[src/rtl/bbox_pkg.sv]
// Shared types, widths and helper functions for the bounding-box tracker.
package bbox_pkg;

  localparam int HCOUNT_W = 11;
  localparam int VCOUNT_W = 10;
  localparam int AREA_W   = 21;

  // One bounding box: extents on both axes plus mask-pixel count.
  typedef struct packed {
    logic [HCOUNT_W-1:0] x_min;
    logic [HCOUNT_W-1:0] x_max;
    logic [VCOUNT_W-1:0] y_min;
    logic [VCOUNT_W-1:0] y_max;
    logic [AREA_W-1:0]   area;
  } bbox_t;

  typedef enum logic [1:0] {
    WAIT   = 2'd0,
    ACCUM  = 2'd1,
    COMMIT = 2'd2
  } trk_state_t;

  // Empty accumulator: min at all-ones and max at zero, so the first pixel wins both.
  function automatic bbox_t bbox_clear();
    bbox_t b;
    b.x_min = {HCOUNT_W{1'b1}};
    b.x_max = {HCOUNT_W{1'b0}};
    b.y_min = {VCOUNT_W{1'b1}};
    b.y_max = {VCOUNT_W{1'b0}};
    b.area  = {AREA_W{1'b0}};
    return b;
  endfunction

  // Accumulator holding exactly one pixel (first pixel of a new frame).
  function automatic bbox_t bbox_seed(input logic [HCOUNT_W-1:0] h,
                                      input logic [VCOUNT_W-1:0] v);
    bbox_t b;
    b.x_min = h;
    b.x_max = h;
    b.y_min = v;
    b.y_max = v;
    b.area  = {{(AREA_W-1){1'b0}}, 1'b1};
    return b;
  endfunction

  // Pixel count increment that sticks at all-ones instead of wrapping.
  function automatic logic [AREA_W-1:0] area_sat_inc(input logic [AREA_W-1:0] a);
    logic [AREA_W-1:0] r;
    if (&a) begin
      r = a;
    end else begin
      r = a + {{(AREA_W-1){1'b0}}, 1'b1};
    end
    return r;
  endfunction

  // Fold one pixel into a running box.
  function automatic bbox_t bbox_merge(input bbox_t b,
                                       input logic [HCOUNT_W-1:0] h,
                                       input logic [VCOUNT_W-1:0] v);
    bbox_t r;
    r = b;
    if (h < b.x_min) r.x_min = h; else r.x_min = b.x_min;
    if (h > b.x_max) r.x_max = h; else r.x_max = b.x_max;
    if (v < b.y_min) r.y_min = v; else r.y_min = b.y_min;
    if (v > b.y_max) r.y_max = v; else r.y_max = b.y_max;
    r.area = area_sat_inc(b.area);
    return r;
  endfunction

endpackage

[src/rtl/bbox_if.sv]
// Pixel-stream input and committed-box result bundle of the tracker.
interface bbox_if;
  import bbox_pkg::*;

  logic [HCOUNT_W-1:0] hcount_in;
  logic [VCOUNT_W-1:0] vcount_in;
  logic                data_valid_in;
  logic                mask_in;
  logic                new_frame_in;

  logic                box_valid_out;
  logic [HCOUNT_W-1:0] x_min_out;
  logic [HCOUNT_W-1:0] x_max_out;
  logic [VCOUNT_W-1:0] y_min_out;
  logic [VCOUNT_W-1:0] y_max_out;
  logic [HCOUNT_W-1:0] x_center_out;
  logic [VCOUNT_W-1:0] y_center_out;
  logic [AREA_W-1:0]   area_out;
  logic                commit_out;
  logic                rect_pixel_out;

  // Video source / consumer side.
  modport master (
    output hcount_in, vcount_in, data_valid_in, mask_in, new_frame_in,
    input  box_valid_out, x_min_out, x_max_out, y_min_out, y_max_out,
    input  x_center_out, y_center_out, area_out, commit_out, rect_pixel_out
  );

  // Tracker side.
  modport slave (
    input  hcount_in, vcount_in, data_valid_in, mask_in, new_frame_in,
    output box_valid_out, x_min_out, x_max_out, y_min_out, y_max_out,
    output x_center_out, y_center_out, area_out, commit_out, rect_pixel_out
  );

endinterface

[src/rtl/bbox_overlay.sv]
// Registered rectangle-outline comparator for the committed bounding box.
module bbox_overlay
  import bbox_pkg::*;
#(
  parameter int BORDER = 2
) (
  input  logic                clk_in,
  input  logic                rst_n_in,
  input  bbox_t               i_box,
  input  logic                i_box_valid,
  input  logic [HCOUNT_W-1:0] i_hcount,
  input  logic [VCOUNT_W-1:0] i_vcount,
  output logic                o_rect_pixel
);

  localparam logic [HCOUNT_W-1:0] BORDER_H = HCOUNT_W'(BORDER);
  localparam logic [VCOUNT_W-1:0] BORDER_V = VCOUNT_W'(BORDER);

  logic                w_in_x;
  logic                w_in_y;
  logic                w_nonempty;
  logic                w_on_edge;
  logic [HCOUNT_W-1:0] w_dx_lo;
  logic [HCOUNT_W-1:0] w_dx_hi;
  logic [VCOUNT_W-1:0] w_dy_lo;
  logic [VCOUNT_W-1:0] w_dy_hi;
  logic                r_rect;

  assign w_in_x     = (i_hcount >= i_box.x_min) && (i_hcount <= i_box.x_max);
  assign w_in_y     = (i_vcount >= i_box.y_min) && (i_vcount <= i_box.y_max);
  // An empty box never draws, even if it were flagged valid.
  assign w_nonempty = |i_box.area;

  // Distances are only meaningful once the pixel is known to be inside the box.
  assign w_dx_lo = i_hcount - i_box.x_min;
  assign w_dx_hi = i_box.x_max - i_hcount;
  assign w_dy_lo = i_vcount - i_box.y_min;
  assign w_dy_hi = i_box.y_max - i_vcount;

  assign w_on_edge = (w_dx_lo < BORDER_H) || (w_dx_hi < BORDER_H) ||
                     (w_dy_lo < BORDER_V) || (w_dy_hi < BORDER_V);

  // Register the outline decision for this cycle's coordinate.
  always_ff @(posedge clk_in or negedge rst_n_in) begin
    if (!rst_n_in) begin
      r_rect <= 1'b0;
    end else begin
      r_rect <= i_box_valid & w_nonempty & w_in_x & w_in_y & w_on_edge;
    end
  end

  assign o_rect_pixel = r_rect;

endmodule

[src/rtl/bbox_tracker.sv]
// Per-frame bounding-box / centroid tracker with outline overlay output.
module bbox_tracker
  import bbox_pkg::*;
#(
  parameter int H_ACTIVE   = 1280,
  parameter int V_ACTIVE   = 720,
  parameter int MIN_PIXELS = 64,
  parameter int BORDER     = 2
) (
  input  logic clk_in,
  input  logic rst_n_in,
  bbox_if.slave bus
);

  localparam logic [HCOUNT_W-1:0] H_LIM   = HCOUNT_W'(H_ACTIVE);
  localparam logic [VCOUNT_W-1:0] V_LIM   = VCOUNT_W'(V_ACTIVE);
  localparam logic [AREA_W-1:0]   MIN_CNT = AREA_W'(MIN_PIXELS);

  trk_state_t          r_state;
  bbox_t               r_acc;
  bbox_t               r_snap;
  bbox_t               r_box;
  logic                r_box_valid;
  logic                r_commit;
  logic [HCOUNT_W-1:0] r_x_center;
  logic [VCOUNT_W-1:0] r_y_center;

  logic                w_qual;
  bbox_t               w_merge;
  bbox_t               w_seed;
  logic [HCOUNT_W:0]   w_x_sum;
  logic [VCOUNT_W:0]   w_y_sum;
  logic                w_rect_pixel;

  assign w_qual = bus.data_valid_in & bus.mask_in &
                  (bus.hcount_in < H_LIM) & (bus.vcount_in < V_LIM);

  // Candidate accumulator values: this frame's running box, and a fresh
  // box for a frame starting this cycle (which owns any coincident pixel).
  always_comb begin
    w_merge = r_acc;
    w_seed  = bbox_clear();
    if (w_qual) begin
      w_merge = bbox_merge(r_acc, bus.hcount_in, bus.vcount_in);
      w_seed  = bbox_seed(bus.hcount_in, bus.vcount_in);
    end else begin
      w_merge = r_acc;
      w_seed  = bbox_clear();
    end
  end

  // One extra bit keeps the midpoint sum from overflowing.
  assign w_x_sum = {1'b0, r_snap.x_min} + {1'b0, r_snap.x_max};
  assign w_y_sum = {1'b0, r_snap.y_min} + {1'b0, r_snap.y_max};

  // Frame FSM: accumulate, snapshot at frame start, publish the snapshot a cycle later.
  always_ff @(posedge clk_in or negedge rst_n_in) begin
    if (!rst_n_in) begin
      r_state     <= WAIT;
      r_acc       <= bbox_clear();
      r_snap      <= bbox_clear();
      r_box       <= '0;
      r_box_valid <= 1'b0;
      r_commit    <= 1'b0;
      r_x_center  <= {HCOUNT_W{1'b0}};
      r_y_center  <= {VCOUNT_W{1'b0}};
    end else begin
      r_commit <= 1'b0;
      case (r_state)
        WAIT: begin
          // A partial frame is never reported: start counting at the next frame start.
          if (bus.new_frame_in) begin
            r_acc   <= w_seed;
            r_state <= ACCUM;
          end else begin
            r_acc   <= bbox_clear();
            r_state <= WAIT;
          end
        end
        ACCUM: begin
          if (bus.new_frame_in) begin
            r_snap  <= r_acc;
            r_acc   <= w_seed;
            r_state <= COMMIT;
          end else begin
            r_acc   <= w_merge;
            r_state <= ACCUM;
          end
        end
        COMMIT: begin
          r_box       <= r_snap;
          r_box_valid <= (r_snap.area >= MIN_CNT);
          r_x_center  <= w_x_sum[HCOUNT_W:1];
          r_y_center  <= w_y_sum[VCOUNT_W:1];
          r_commit    <= 1'b1;
          // A frame start here re-snapshots and publishes again next cycle.
          if (bus.new_frame_in) begin
            r_snap  <= r_acc;
            r_acc   <= w_seed;
            r_state <= COMMIT;
          end else begin
            r_acc   <= w_merge;
            r_state <= ACCUM;
          end
        end
        default: begin
          r_acc   <= bbox_clear();
          r_state <= WAIT;
        end
      endcase
    end
  end

  bbox_overlay #(
    .BORDER (BORDER)
  ) u_overlay (
    .clk_in       (clk_in),
    .rst_n_in     (rst_n_in),
    .i_box        (r_box),
    .i_box_valid  (r_box_valid),
    .i_hcount     (bus.hcount_in),
    .i_vcount     (bus.vcount_in),
    .o_rect_pixel (w_rect_pixel)
  );

  assign bus.box_valid_out  = r_box_valid;
  assign bus.x_min_out      = r_box.x_min;
  assign bus.x_max_out      = r_box.x_max;
  assign bus.y_min_out      = r_box.y_min;
  assign bus.y_max_out      = r_box.y_max;
  assign bus.x_center_out   = r_x_center;
  assign bus.y_center_out   = r_y_center;
  assign bus.area_out       = r_box.area;
  assign bus.commit_out     = r_commit;
  assign bus.rect_pixel_out = w_rect_pixel;

endmodule
[src/flat_wrapper.sv]
// flat-port wrapper written by rule: the top's interface ports become plain ports
module bbox_tracker_flat import bbox_pkg::*;
#(
  parameter int H_ACTIVE   = 1280,
  parameter int V_ACTIVE   = 720,
  parameter int MIN_PIXELS = 64,
  parameter int BORDER     = 2
)
  (clk_in, rst_n_in, bus_hcount_in, bus_vcount_in, bus_data_valid_in, bus_mask_in, bus_new_frame_in, bus_box_valid_out, bus_x_min_out, bus_x_max_out, bus_y_min_out, bus_y_max_out, bus_x_center_out, bus_y_center_out, bus_area_out, bus_commit_out, bus_rect_pixel_out);
  bbox_if bus_i ();
  input  logic clk_in;
  input  logic rst_n_in;
  input wire logic [$bits(bus_i.hcount_in)-1:0] bus_hcount_in;
  input wire logic [$bits(bus_i.vcount_in)-1:0] bus_vcount_in;
  input wire logic [$bits(bus_i.data_valid_in)-1:0] bus_data_valid_in;
  input wire logic [$bits(bus_i.mask_in)-1:0] bus_mask_in;
  input wire logic [$bits(bus_i.new_frame_in)-1:0] bus_new_frame_in;
  output wire logic [$bits(bus_i.box_valid_out)-1:0] bus_box_valid_out;
  output wire logic [$bits(bus_i.x_min_out)-1:0] bus_x_min_out;
  output wire logic [$bits(bus_i.x_max_out)-1:0] bus_x_max_out;
  output wire logic [$bits(bus_i.y_min_out)-1:0] bus_y_min_out;
  output wire logic [$bits(bus_i.y_max_out)-1:0] bus_y_max_out;
  output wire logic [$bits(bus_i.x_center_out)-1:0] bus_x_center_out;
  output wire logic [$bits(bus_i.y_center_out)-1:0] bus_y_center_out;
  output wire logic [$bits(bus_i.area_out)-1:0] bus_area_out;
  output wire logic [$bits(bus_i.commit_out)-1:0] bus_commit_out;
  output wire logic [$bits(bus_i.rect_pixel_out)-1:0] bus_rect_pixel_out;
  assign bus_i.hcount_in = bus_hcount_in;
  assign bus_i.vcount_in = bus_vcount_in;
  assign bus_i.data_valid_in = bus_data_valid_in;
  assign bus_i.mask_in = bus_mask_in;
  assign bus_i.new_frame_in = bus_new_frame_in;
  assign bus_box_valid_out = bus_i.box_valid_out;
  assign bus_x_min_out = bus_i.x_min_out;
  assign bus_x_max_out = bus_i.x_max_out;
  assign bus_y_min_out = bus_i.y_min_out;
  assign bus_y_max_out = bus_i.y_max_out;
  assign bus_x_center_out = bus_i.x_center_out;
  assign bus_y_center_out = bus_i.y_center_out;
  assign bus_area_out = bus_i.area_out;
  assign bus_commit_out = bus_i.commit_out;
  assign bus_rect_pixel_out = bus_i.rect_pixel_out;
  bbox_tracker #(.H_ACTIVE(H_ACTIVE), .V_ACTIVE(V_ACTIVE), .MIN_PIXELS(MIN_PIXELS), .BORDER(BORDER)) u_core (.clk_in(clk_in), .rst_n_in(rst_n_in), .bus(bus_i));
endmodule
[config.mk]
export PLATFORM = sky130hd
export DESIGN_NAME = bbox_tracker_flat
export DESIGN_NICKNAME = d
export VERILOG_FILES = /design/src/rtl/bbox_pkg.sv /design/src/rtl/bbox_if.sv /design/src/rtl/bbox_overlay.sv /design/src/rtl/bbox_tracker.sv /design/src/flat_wrapper.sv
export SDC_FILE = /design/constraint.sdc
export NUM_CORES = 1
export LEC_CHECK = 0
export CAP_MARGIN = 20
export CELL_PAD_IN_SITES_DETAIL_PLACEMENT = 1
export CELL_PAD_IN_SITES_GLOBAL_PLACEMENT = 2
export CORE_AREA = 2 2 199 201
export CTS_CLUSTER_SIZE = 24
export DETAILED_ROUTE_END_ITERATION = 10
export DIE_AREA = 0 0 201 203
export GPL_TIMING_DRIVEN = 0
export PLACE_DENSITY_LB_ADDON = 0.1
export SETUP_SLACK_MARGIN = 0.4
export SYNTH_ARGS = -nofsm -noshare
export SYNTH_HDL_FRONTEND = slang
export SYNTH_SLANG_ARGS = --single-unit
[constraint.sdc]
create_clock -name clk_in -period 2.7 [get_ports clk_in]
set_input_delay 0.54 -clock clk_in [delete_from_list [all_inputs] [get_ports clk_in]]
set_output_delay 0.54 -clock clk_in [all_outputs]
set_load 0.05 [all_outputs]
==> results of run 1 <==
## layout make-up
type | count | area, sq um | share of cell area, %
Timing Repair Buffer | 172 | 1610 | 9.59
Multi-Input combinational cell | 1003 | 7360 | 44.0
Tap cell | 518 | 648 | 3.87
Clock inverter | 9 | 106 | 0.635
Sequential cell | 215 | 5440 | 32.5
Inverter | 113 | 430 | 2.57
Buffer | 60 | 340 | 2.03
Clock buffer | 39 | 812 | 4.85
## placed cells by master, fill, tap and decap left out, types with 10 or more instances in the layout
cell             synthesis  routed
dfrtp_1                173     167
nand2_1                149     137
nor2_1                 107     104
inv_1                  111     102
ha_1                   105      96
o21ai_0                 93      84
mux2_2                  73      72
dlygate4sd2_1            0      55
a21oi_1                 55      52
buf_4                    1      46
o21ai_1                 48      44
dfstp_2                 42      42
clkbuf_16                0      28
clkbuf_1                41      27
nand4_1                 24      24
a31oi_1                 23      22
mux2i_1                 22      22
nand3_1                 20      20
clkdlybuf4s50_1          0      20
a21o_1                  19      19
clkbuf_2                 0      18
dlymetal6s2s_1           0      17
nand3b_1                16      16
nor3_1                  18      16
buf_6                    1      16
a211oi_2                 0      16
nor3b_1                 15      15
o21a_1                  14      14
xnor2_1                 14      13
a211oi_1                29      13
and3_1                  14      13
o21ai_2                  0      13
nand2b_1                11      11
a211o_1                 11      11
nor4_1                  11      10
clkbuf_8                 0      10
clkdlybuf4s15_2          0      10
## flip-flops by register name, indices dropped and copies added (netlist names), 2 cells and up
name and count:
u_core.bus.area_out 21, u_core.bus.x_center_out 11, u_core.bus.x_max_out 11, u_core.bus.x_min_out 11, u_core.bus.y_center_out 10, u_core.bus.y_max_out 10
u_core.bus.y_min_out 10, u_core.r_acc 63, u_core.r_snap 63, u_core.r_state 2
## path summary, 6_finish.rpt
kind | to | slack (ns) | cells past startpoint | start
max | u_core.u_overlay.o_rect_pixel$_DFF_PN0_ | -0.08 | 12 | bus_hcount_in[0]
min | u_core.r_acc[43]$_DFFE_PN0P_ | 0.42 | 3 | bus_hcount_in[2]
max reg2reg | u_core.u_overlay.o_rect_pixel$_DFF_PN0_ | -0.05 | 12 | u_core.bus.x_max_out[0]$_DFFE_PN0P_
min reg2reg | u_core.bus.y_center_out[4]$_DFFE_PN0P_ | 0.49 | 1 | u_core.bus.y_center_out[4]$_DFFE_PN0P_
max in group asynchronous | u_core.r_acc[36]$_DFFE_PN1P_ | 0.98 | 4 | rst_n_in
min in group asynchronous | u_core.bus.x_min_out[2]$_DFFE_PN0P_ | 0.53 | 2 | rst_n_in
## per-layer routing
layer / wire length, microns / share of wire, % / up-vias
li1: - / - / 5350
met1: 21200 / 47 / 5601
met2: 21100 / 47 / 188
met3: 1560 / 3.5 / 62
met4: 1120 / 2.5 / 2
met5: 13 / 0.029 / -
## kinds of logic after synthesis
family / count (synthesis)
AO/OA/AOI/OAI: 354
XOR/XNOR: 20
adder cells (fa/ha/maj): 111
buffers and inverters: 173
flip-flops: 215
multiplexers: 97
AND/OR/NAND/NOR: 420
## metrics by stage
| step | worst slack [ns] | utilization (%) | std cells | setup TNS [ns] |
|---|---|---|---|---|
| after floorplan | 0.0341 | - | 1390 | 0 |
| after global placement | -9.47 | 38.5 | 2020 | -1794.24 |
| after detailed placement | -1.59 | 38.6 | 2023 | -76.15 |
| after CTS | -0.0972 | 42.5 | 2111 | -0.0972 |
| after global routing | -0.191 | 43.5 | 2129 | -0.191 |
| final | -0.0785 | 43.5 | 2129 | -0.0785 |
## repair_timing
action,4_1_cts,5_1_grt
gates cloned,0,4
resized for setup,197,119
hold endpoints to repair,45,0
hold buffers,1,0
setup endpoints to repair,187,136
pin swaps,23,34
setup buffers,39,14
## power by group through the flow
stage	clock network [uW]	registers [uW]	logic (uW)
floorplan	0	6540	5870
global placement	0	5490	10300
detailed placement	0	5510	10400
CTS	3820	5450	11000
global route	3950	5600	12700
finish	3710	5460	11500
## critical path: stages
cell and delay [ns]:
clkdlybuf4s15_2 0.30, inv_2 0.18, ha_1 0.19, inv_1 0.06, fa_1 0.40, a31o_1 0.23, a211oi_1 0.21, a31oi_1 0.06
or4_1 0.54, nor2_2 0.18, a221oi_1 0.11, a211oi_1 0.23
## Yosys cell counts (all sizes together), types with 4 or more instances
library cell | number | area, sq um
nand3 | 20 | 100
nand2 | 149 | 559
inv | 113 | 424
dfrtp | 173 | 4330
dfstp | 42 | 1100
mux2i | 22 | 220
a31o | 4 | 35.0
nor4 | 11 | 68.8
a21boi | 7 | 52.6
a211o | 11 | 96.3
o21bai | 6 | 45.0
a21oi | 55 | 275
xor2 | 6 | 52.6
and2 | 4 | 25.0
nor3b | 15 | 113
buf | 19 | 87.6
nor3 | 18 | 90.1
nand2b | 11 | 68.8
xnor2 | 14 | 123
ha | 105 | 1310
nor2 | 108 | 408
o211ai | 6 | 45.0
nand3b | 16 | 120
a221oi | 4 | 47.6
and3 | 14 | 87.6
nand4 | 24 | 150
o21a | 14 | 105
mux2 | 75 | 848
a21o | 19 | 143
a31oi | 23 | 144
or4 | 5 | 37.5
or2 | 4 | 25.0
a211oi | 29 | 218
fa | 6 | 120
clkbuf | 41 | 154
or3 | 4 | 25.0
o31ai | 9 | 67.6
o21ai | 141 | 706
nor2b | 12 | 75.1
==> metrics, run 1 <==
Post-DRT Antenna Nets 0; DR DRC count 0; via count 11200; yosys warns 0; worst hold slack 0.416 ns; Synth Instances 1390; fin nets 1728; unrepaired setup endpoints after global routing true; Total GRT Usage 22.0%; Worst EP required 3.15 ns; design area 16700 sq um; sequential share of power 26.4%; vias per cell 5.26; Reg clk slew, reported paths 0.06 ns; busiest grt layer met2; post-synthesis sequential area ratio 41.8%; min cycle time layout 2.78 ns; grt met1 use 29.8%; Clk network pwr share 18.0%; EDFF count, synth 0; Initial DRT Pass Iterations 4; Mean Syn Cell Area 9.35 sq um; Syn Nets 1527; fillers 4408; synthesized cell area 13000 sq um; GRT Residual Overflow 0; Async S/R FF share, synth 100%; vias in the first global route 12000; Worst Skew 0.0100 ns; Leak Pwr 0.00808 uW; Crit Path Max Fanout 5; CP Launch Type input port; kind of critical path input port to register; fmax 360 MHz; deepest clock path buffer count 3; pwr dens 1230 nW/um^2; Antenna diodes 0; mux contribution to synthesized area 8.22%; Main synth FF type dfrtp_1; worst vdd ir 0.436 mV; Final Cycle Share 103%; Post-Synth XOR/XNOR Area 1.35%; Critical Path Sink Type register; HPWL Detailed 33300 microns; Max-slew headroom 51.5%; Num CTS Buffers 26; WL final 45000 microns; Rows 72; dpl cell area 14900 sq um; synthesized-area fraction occupied by adder cells 11.0%; Skew-Pair Late Insertion Delay 0.54 ns; DR WL/cell 21.2 microns; root buffer cell clkbuf_16; GR Layer Usage met2 37.5%; synth unique cells 70; Total Power 20700 uW; Fin. Hold Viols 0; DR iter-0 viols 398; GP Congestion 0.838; Die ar. 40800 sq um; met3 GRT Util 2.44%; status finished with violations; Final Setup Violations 1; area delta synth->final 28.8%; CTS tree yes; Hold Crit Class input port to register; largest family of logic cells by synthesized area compound AO/OA/AOI/OAI gates; fraction of layout cells with a size suffix above 1 23.4%; Synth Area in Simple Gates 15.5%; failing checks setup timing; total core area 38500 sq um; Synth Area in Compound Gates 17.0%; initial antenna violation count 1; Sw Ratio 45.8%; WP data arrival 3.23 ns; initial core utilization 33.8%; I/O pin count 113; global-route wire length before repair 70200 microns; internal power 11200 uW; Slew @ Worst Pin 0.727 ns; largest net degree at the start of global routing 93; Die Y 203 microns; Logic pwr share 55.6%; clock sinks 215; DIE WIDTH 201 microns; Port Buffers 112; Final Max Tran Viols 0; Yosys reg bits 215; CTS H-tree lvls 1; final setup margin -0.0785 ns; NetSw 9470 uW; maxcap violations 0
Note: power is estimated with default switching activity, not from simulation.
==> run 2, diff against run 1 <==
Settings changed: ABC_AREA set to 1, CORE_AREA 2 2 199 201 to 2 2 244 186, DIE_AREA 0 0 201 203 to 0 0 246 188.
==> metrics, run 2 <==
vias in the first global route 13100 (+9.7%); Mean Syn Cell Area 7.49 sq um (-20%); I/O pin count 113 (unchanged); r2r startpoint u_core.bus.x_max_out[0]$_DFFE_PN0P_; status finished, final reports clean; dpl cell area 15300 sq um (+3.3%); DR iter-0 viols 577 (+45%); EDFF count, synth 0 (unchanged); Synth Instances 1790 (+29%); synthesized-area fraction occupied by adder cells 10.7% (-0.34 points); final std cells w/o fill 2540 (+19%); reg-to-reg slack, setup 0.36 ns (+0.41 ns); kind of critical path input port to register; cell depth of the worst flop-to-flop path 14 (+2); Fin. Hold Viols 0 (unchanged); WP data arrival 2.86 ns (-0.37 ns); initial core utilization 30.5% (-3.3 points); Async S/R FF share, synth 100% (unchanged); Die Y 188 microns (-7.4%); GRT Residual Overflow 0 (unchanged); Main synth FF type dfrtp_1; DR DRC count 0 (unchanged); pwr dens 1160 nW/um^2 (-6.3%); worst vdd ir 0.555 mV (+27%); placed cells 2490 (+23%); min cycle time layout 2.39 ns (-0.386 ns); CP endpoint u_core.u_overlay.o_rect_pixel$_DFF_PN0_; Crit Path Max Fanout 6 (+1); mux contribution to synthesized area 0% (-8.2 points); Final Setup Violations 0 (-1); global-route wire length before repair 79600 microns (+13%); Final Cycle Share 88.6% (-14 points); Synth Area in Compound Gates 13.6% (-3.3 points); Die ar. 46200 sq um (+13%); synth unique cells 46 (-34%); largest family of logic cells by synthesized area simple AND/OR/NAND/NOR gates; area delta synth->final 21.0%; HPWL Detailed 40400 microns (+21%); fmax 418 MHz (+16%); unrepaired setup endpoints after global routing true; Post-Synth XOR/XNOR Area 1.37% (+0.024 points); top post-synthesis cells by count nand2_1, inv_1, o21ai_0; Critical Path Sink Type register; GP Congestion 0.856 (+2.1%); clock sinks 215 (unchanged); Leak Pwr 0.00842 uW (+4.2%); Reg clk slew, reported paths 0.07 ns (about the same); Slew @ Worst Pin 0.890 ns (+0.163 ns); synthesized cell area 13400 sq um (+3.2%); highest-count cells in the layout ignoring fill and taps nand2_1, inv_1, o21ai_0; yosys warns 0 (unchanged); initial antenna violation count 0 (-1); Yosys reg bits 215 (unchanged); DR WL/cell 20.1 microns (-4.9%); Hold Crit Class input port to async pin; CP Launch Type input port; commonest non-fill, non-tap cell in the layout nand2_1; final core utilization 36.9% (-6.6 points); Final Max Tran Viols 0 (unchanged); Num CTS Buffers 25 (-3.8%); via count 12500 (+11%); Initial DRT Pass Iterations 4 (unchanged); total core area 44000 sq um (+14%); DIE WIDTH 246 microns (+22%); Worst Skew 0.0172 ns (+0.00717 ns); vias per cell 4.91 (-6.6%); Max-slew headroom 40.7% (-11 points); R2R Path End u_core.u_overlay.o_rect_pixel$_DFF_PN0_; Syn Nets 1927 (+26%); Worst EP required 3.16 ns (about the same); Fin Setup TNS 0 ns (+0.0785 ns); CTS tree yes; Skew-Pair Late Insertion Delay 0.54 ns (about the same); deepest clock path buffer count 3 (unchanged); Worst Setup SP bus_hcount_in[3]; top post-synthesis cells by area dfrtp_1, nand2_1, ha_1, dfstp_2, o21ai_0; design area 16200 sq um (-3.1%); most numerous cell in the Yosys netlist nand2_1; largest net degree at the start of global routing 113 (+22%); maxcap violations 0 (unchanged); Port Buffers 111 (-0.89%); Synth Area in Simple Gates 24.8% (+9.3 points); Yosys top cell by area dfrtp_1; WL final 51100 microns (+13%); Rows 67 (-6.9%); Post-DRT Antenna Nets 0 (unchanged); worst hold slack 0.374 ns (-0.0420 ns); CTS H-tree lvls 1 (unchanged); root buffer cell clkbuf_16; Synth top area share 32.3% (-1.0 points); Total GRT Usage 22.5% (+0.41 points); fin nets 2072 (+20%); post-synthesis sequential area ratio 40.5% (-1.3 points); fraction of layout cells with a size suffix above 1 8.14% (-15 points)
## run 2: worst min path at each step
stage,from,slack (ns),to
detailed placement,rst_n_in,0.34,u_core.bus.x_min_out[4]$_DFFE_PN0P_
finish,rst_n_in,0.37,u_core.bus.x_min_out[9]$_DFFE_PN0P_
global placement,u_core.r_snap[0]$_DFFE_PN0P_,0.47,u_core.bus.area_out[0]$_DFFE_PN0P_
floorplan,rst_n_in,0.24,u_core.bus.area_out[0]$_DFFE_PN0P_
CTS,rst_n_in,0.36,u_core.bus.x_min_out[9]$_DFFE_PN0P_
global route,rst_n_in,0.37,u_core.bus.x_min_out[9]$_DFFE_PN0P_
## run 2: kinds of logic (layout without fill, tap and decap cells)
kind of cell	Yosys count	count (layout)
AND/OR/NAND/NOR	792	792
AO/OA/AOI/OAI	339	339
flip-flops	215	215
other	0	1
buffers and inverters	312	475
XOR/XNOR	21	21
adder cells (fa/ha/maj)	111	111
## run 2: critical path, stage by stage
cell and delay (ns):
dlygate4sd2_1 0.41, inv_1 0.16, ha_1 0.40, a21oi_1 0.26
nand2_2 0.11, nand2_1 0.08, nand2_1 0.06, nor2_2 0.13
nand2_1 0.06, nor2_1 0.11, nand4_1 0.26, nand2_1 0.13
nor2_1 0.04, nor2_1 0.10
## run 2: power breakdown
part | switching [uW] | total (uW) | internal (uW)
logic | 7030 | 10100 | 3030
registers | 794 | 5240 | 4450
clock network | 1470 | 3460 | 1990
total | 9300 | 18800 | 9470
## run 2: routing by layer
layer	GRT usage (%)	part of all wire, %	up-vias	routed length, microns
met4	3.96	1.8	0	925
li1	-	-	6139	-
met1	32.7	51	6174	25900
met2	36.3	45	126	23100
met5	0	0	-	0
met3	2.25	2.2	42	1140
## run 2: cell type report
| cell class | count | area [sq um] |
|---|---|---|
| well taps | 586 | 733 |
| diodes | 1 | 2.50 |
| inverters | 251 | 951 |
| repair buffers | 118 | 1200 |
| fillers | 5391 | 27800 |
| multi-input cells | 1263 | 6820 |
| plain buffers | 61 | 284 |
| flip-flops and latches | 215 | 5430 |
| clock inverters | 8 | 70.1 |
| clock buffers | 37 | 741 |
## run 2: per-stage QoR
step | worst slack, ns | total power, uW
floorplan | 0.578 | 11700
global placement | -8.98 | 15300
detailed placement | -0.641 | 15500
CTS | 0.206 | 18900
global route | 0.193 | 20400
finish | 0.307 | 18800
## run 2: what timing repair did
| action | 4_1_cts | 5_1_grt |
|---|---|---|
| hold buffers | 1 | 0 |
| resized for setup | 83 | 61 |
| gates cloned | 0 | 0 |
| setup buffers | 0 | 3 |
| pin swaps | 0 | 3 |
| setup endpoints to repair | 197 | 134 |
| endpoints found under the hold margin | 5 | 0 |
